### src/rtl/video_timing_gen.sv
// Combined horizontal/vertical video timing generator with a staged
// configuration set that is swapped in atomically at the frame boundary.
module video_timing_gen #(
  parameter int CNT_WIDTH = 12,
  parameter int H_RES     = 640,
  parameter int H_FP      = 16,
  parameter int H_SYNC    = 96,
  parameter int H_BP      = 48,
  parameter int V_RES     = 480,
  parameter int V_FP      = 10,
  parameter int V_SYNC    = 2,
  parameter int V_BP      = 33,
  parameter int IRQ_LINE  = 480,
  parameter bit H_POL     = 1'b0,
  parameter bit V_POL     = 1'b0
) (
  input  logic                 clk,
  input  logic                 reset_n,
  input  logic                 enable,
  input  logic                 cfg_write,
  input  logic [3:0]           cfg_sel,
  input  logic [CNT_WIDTH-1:0] cfg_data,
  input  logic                 cfg_commit,
  output logic                 cfg_pending,
  output logic [CNT_WIDTH-1:0] x,
  output logic [CNT_WIDTH-1:0] y,
  output logic                 hsync,
  output logic                 vsync,
  output logic                 hblank,
  output logic                 vblank,
  output logic                 blank,
  output logic                 frame_start,
  output logic                 line_start,
  output logic                 line_irq
);
  localparam int SW = CNT_WIDTH + 2;
  localparam int NF = 9;

  typedef logic [CNT_WIDTH-1:0]          field_t;
  typedef logic [SW-1:0]                 sum_t;
  typedef logic [NF-1:0][CNT_WIDTH-1:0]  set_t;

  // Field index order: h_res, h_fp, h_sync, h_bp, v_res, v_fp, v_sync, v_bp, irq_line
  localparam set_t DFLT = {field_t'(IRQ_LINE), field_t'(V_BP), field_t'(V_SYNC),
                           field_t'(V_FP), field_t'(V_RES), field_t'(H_BP),
                           field_t'(H_SYNC), field_t'(H_FP), field_t'(H_RES)};

  function automatic sum_t ext(input field_t f);
    return {2'b00, f};
  endfunction

  field_t r_x;
  field_t r_y;
  logic   r_pending;
  set_t   r_act;
  set_t   r_stg;

  set_t   w_stg_nxt;
  logic   w_pend_nxt;
  sum_t   w_ht;
  sum_t   w_vt;
  sum_t   w_hs_beg;
  sum_t   w_hs_end;
  sum_t   w_vs_beg;
  sum_t   w_vs_end;
  logic   w_x_last;
  logic   w_y_last;
  logic   w_wrap;

  always_comb begin
    w_stg_nxt = r_stg;
    if (cfg_write && (cfg_sel < 4'(NF))) w_stg_nxt[cfg_sel] = cfg_data;
  end

  assign w_pend_nxt = r_pending | cfg_commit;

  assign w_hs_beg = ext(r_act[0]) + ext(r_act[1]);
  assign w_hs_end = w_hs_beg + ext(r_act[2]);
  assign w_ht     = w_hs_end + ext(r_act[3]);
  assign w_vs_beg = ext(r_act[4]) + ext(r_act[5]);
  assign w_vs_end = w_vs_beg + ext(r_act[6]);
  assign w_vt     = w_vs_end + ext(r_act[7]);

  assign w_x_last = (ext(r_x) == (w_ht - sum_t'(1)));
  assign w_y_last = (ext(r_y) == (w_vt - sum_t'(1)));
  assign w_wrap   = enable && w_x_last && w_y_last;

  always_ff @(posedge clk) begin
    if (!reset_n) begin
      r_x       <= '0;
      r_y       <= '0;
      r_pending <= 1'b0;
      r_act     <= DFLT;
      r_stg     <= DFLT;
    end else begin
      r_stg <= w_stg_nxt;
      if (enable) begin
        if (w_x_last) begin
          r_x <= '0;
          r_y <= w_y_last ? '0 : r_y + field_t'(1);
        end else begin
          r_x <= r_x + field_t'(1);
        end
      end
      // Same-cycle writes/commit are folded into the swap so nothing is lost.
      if (w_wrap && w_pend_nxt) begin
        r_act     <= w_stg_nxt;
        r_pending <= 1'b0;
      end else begin
        r_pending <= w_pend_nxt;
      end
    end
  end

  // Outputs decode straight from the counter and active-set flops.
  assign x           = r_x;
  assign y           = r_y;
  assign cfg_pending = r_pending;
  assign hblank      = (r_x >= r_act[0]);
  assign vblank      = (r_y >= r_act[4]);
  assign blank       = hblank | vblank;
  assign hsync       = ((ext(r_x) >= w_hs_beg) && (ext(r_x) < w_hs_end)) ? H_POL : ~H_POL;
  assign vsync       = ((ext(r_y) >= w_vs_beg) && (ext(r_y) < w_vs_end)) ? V_POL : ~V_POL;
  assign line_start  = (r_x == '0);
  assign frame_start = line_start && (r_y == '0);
  assign line_irq    = line_start && (r_y == r_act[8]);

endmodule

### config.mk
export PLATFORM = sky130hd
export DESIGN_NAME = video_timing_gen
export DESIGN_NICKNAME = d
export VERILOG_FILES = /design/src/rtl/video_timing_gen.sv
export SDC_FILE = /design/constraint.sdc
export NUM_CORES = 1
export LEC_CHECK = 0
export CAP_MARGIN = 15
export CORE_MARGIN = 2
export CORE_UTILIZATION = 50
export CTS_BUF_LIST = sky130_fd_sc_hd__clkbuf_2 sky130_fd_sc_hd__clkbuf_4 sky130_fd_sc_hd__clkbuf_8
export CTS_CLUSTER_DIAMETER = 80
export DETAILED_ROUTE_END_ITERATION = 10
export PLACE_DENSITY = 0.67
export SYNTH_ARGS = -nofsm -noshare
export SYNTH_HDL_FRONTEND = slang
export SYNTH_SLANG_ARGS = --single-unit
### constraint.sdc
create_clock -name clk -period 13.7 [get_ports clk]
set_input_delay 2.74 -clock clk [delete_from_list [all_inputs] [get_ports clk]]
set_output_delay 2.74 -clock clk [all_outputs]
set_load 0.005 [all_outputs]
==> metrics.md <==
| Metric | Value |
|---|---|
| Worst endpoint required time | `around 11 ns` |
| Nets | `between 1500 and 2000` |
| Post CTS Setup Buffer Count | `0` |
| H-Tree Depth | `2` |
| Ranking of synthesized cells by area | `dfxtp_1 (31%), ha_1 (14%), mux2i_1 (7.2%)` |
| Clk_lat worst skew | `approximately 0.56 ns` |
| Initial Utilization | `0.505` |
| Via Count | `about 11000` |
| Tcrit/Tclk final | `0.616` |
| # IOs | `54` |
| WL met3 | `1.37 mm` |
| Setup_tns | `0 ns` |
| Die H | `179 um` |
| Max-slew violations | `0` |
| RePlAce Congestion | `about 0.9` |
| Vias in the first global route | `about 11000` |
| Largest net degree at the start of global routing | `roughly 120` |
| Final antenna-violating net count | `0` |
| Met1 Wirelength | `between 15 and 20 mm` |
| Final setup violation count | `0` |
| # clock sinks | `between 200 and 250` |
| Crit start category | `flip-flop` |
| Die X | `~180 um` |
| Post-Route Utilization | `0.564` |
| Status | `finished clean` |
| Crit path DAT | `5.70 ns` |
| Crit Path Category | `flip-flop to primary output` |
| Total global-route track usage | `0.232` |
| Register area share after synthesis | `0.314` |
| RSZ-0062 raised after global routing | `false` |
| LEAKAGE | `approximately 7.7 nW` |
| Initial antenna violation count | `1` |
| Top achievable clock speed | `roughly 120 MHz` |
| Number of DRC markers in iteration 0 | `539` |
| HP Class | `flip-flop to flip-flop` |
| Hold_buf cts | `0` |
| CTS clk-pin slew, worst paths | `~0.06 ns` |
| Cells after Synth | `around 1700` |
| TritonCTS Buffers | `43` |
| First-pass GRT wire length | `58.9 mm` |
| Yosys top cell by area | `dfxtp_1` |
| Min Tclk post-route | `approximately 8.4 ns` |
| Hold depth | `2` |
| Cell row count | `64` |
| Metal2 WL | `18.0 mm` |
| Layout area overhead | `11.5%` |
| EDFF count, synth | `0` |
| # resized after CTS | `0` |
| Max-cap violations | `0` |
| Worst-case clock buffer depth | `3` |
| Congestion Overflow GR | `0` |
| PD cells | `around 91 nW/um2` |
| Rel. slew slack | `0.313` |
| Core Footprint | `~30000 um2` |
| Mean Syn Cell Area | `roughly 9 um2` |
| Post-Syn Area | `~15000 um2` |
| Number of synthesized register bits | `~240` |
| Post-DR wirelength/cell | `17.1 um` |
| CTS root buffer | `clkbuf_8` |
| Dpl hpwl | `between 20 and 30 mm` |
| IO Port Bufs | `53` |
| Synth top area share | `0.314` |
| Highest metal used | `met4` |
| Skew final | `around 0.024 ns` |
| Peak VDD IR | `around 0.00012 V` |
| Vias/cell | `around 5.4` |
| Top FF cell, synth | `dfxtp_1` |
| # DRC | `0` |
| Share of cells above drive strength 1 | `0.113` |
| Synth Warn # | `0` |
| CP Max Fanout | `5` |
| DRT Wirelength | `about 36 mm` |
| Async SR Flop Fraction | `0` |
| Distinct cells, synth | `61` |
| Setup crit end kind | `primary output` |
| Final hold viol count | `0` |
| Antenna cell count | `0` |
| Reg2reg path depth | `28` |
| Drt pass-1 iters | `5` |
| Post-Syn Nets | `approximately 1900` |
| Worst slew pin tran | `1.03 ns` |
| Die area | `about 32000 um2` |
| CTS tree | `built` |
[routing by layer]
metal / GRT usage / up-vias
met3: 0.0323 / 73
met5: 0 / -
met1: 0.282 / 5363
met4: 0.0763 / 0
met2: 0.422 / 205
li1: - / 5771
[cells by family (layout without fill, tap and decap cells)]
logic type      Yosys count  after routing  synth area share
fa+ha+maj               177            177             0.147
buf+inv                 222            281            0.0576
flops                   241            241             0.314
compound gates          237            237             0.102
simple gates            461            461             0.166
mux                     221            221             0.153
xor+xnor                107            107            0.0609
[layout by cell type, fill, tap and decap left out, types with 8 or more instances in the layout]
cell type        instances
nand2_1                 66
inv_1                  141
xnor2_1                 72
a211oi_1                15
dfxtp_1                241
a21o_1                  33
o21ai_0                 47
nor3_1                  20
or2_2                    8
nand3_1                 23
mux2_2                  90
mux2_1                  20
nor2_1                  56
nand2b_1                35
and2_1                  97
nor4_1                  10
buf_4                   10
ha_1                   170
o21bai_1                11
mux2i_1                111
o21a_1                  10
nor2b_1                101
o211ai_1                 9
clkdlybuf4s50_1         52
a21oi_1                 57
clkbuf_8                52
nand4_1                 17
clkbuf_4                11
xor2_1                  35
[worst max-delay path, cell delays in order (launching register included)]
cell,delay (ns)
dfxtp_1,0.32
ha_1,0.23
fa_1,0.40
a21o_1,0.17
a21oi_1,0.21
o21bai_1,0.11
a211o_1,0.30
a31oi_1,0.27
xnor2_1,0.20
ha_1,0.33
o21ai_0,0.10
o31ai_1,0.10
o21ai_0,0.30
nand2b_1,0.10
a21oi_1,0.19
xor2_1,0.23
ha_1,0.28
a211oi_1,0.20
nand2_1,0.10
a41oi_1,0.16
a211oi_1,0.06
or3_1,0.32
clkdlybuf4s50_1,0.45
[power breakdown]
group	internal, mW	switching [mW]
registers	0.706	0.00286
logic	0.0230	0.0331
clock network	0.489	0.308
total	1.22	0.344
[state kept, by name, summed over array words and instances (netlist names)]
signal	cells
cfg_pending	1
r_act	108
r_stg	108
x	12
y	12
[stage by stage]
step	setup slack, ns	area, um2	total power, mW	cells	hold slack, ns
5_1_grt	4.90	17200	1.62	2121	0.490
3_3_place_gp	5.96	16100	0.780	2043	0.447
3_5_place_dp	5.91	16100	0.781	2043	0.451
2_1_floorplan	6.72	15400	0.756	1666	0.432
4_1_cts	5.26	17200	1.58	2121	0.468
6_report	5.26	17200	1.56	2121	0.466
[cell usage after synthesis, drive strengths merged (5+ instances only)]
master	n
or3	5
o21a	10
fa	6
buf	24
mux2	110
a21oi	57
a211oi	16
o31ai	5
o211ai	9
ha	170
nor2b	101
nand2	67
nor2	56
mux2i	111
and2	97
xor2	35
nor3	22
a21boi	7
a21o	33
clkbuf	57
o21ai	48
and3	7
a211o	6
nand3	23
nand4	17
xnor2	72
inv	141
nor4	10
a31oi	7
dfxtp	241
o21bai	11
or2	8
nand2b	35
[area by class of cell]
| class | instances | area (um2) |
|---|---|---|
| tap | 396 | 495 |
| sequential | 241 | 4820 |
| clock inverter | 15 | 231 |
| timing repair buffer | 62 | 596 |
| multi-input combinational | 1203 | 9680 |
| inverter | 141 | 529 |
| fill | 2788 | 13300 |
| clock buffer | 63 | 798 |
[path summary, 6_finish.rpt]
kind	slack, ns	start	endpoint
setup reg to reg	5.81	r_act[0]	r_act[57]
hold / removal	0.47	r_stg[63]	r_stg[63]
hold reg to reg	0.47	r_stg[63]	r_stg[63]
setup / recovery	5.26	r_act[48]	vsync
Power figures use the tool's default switching activity.
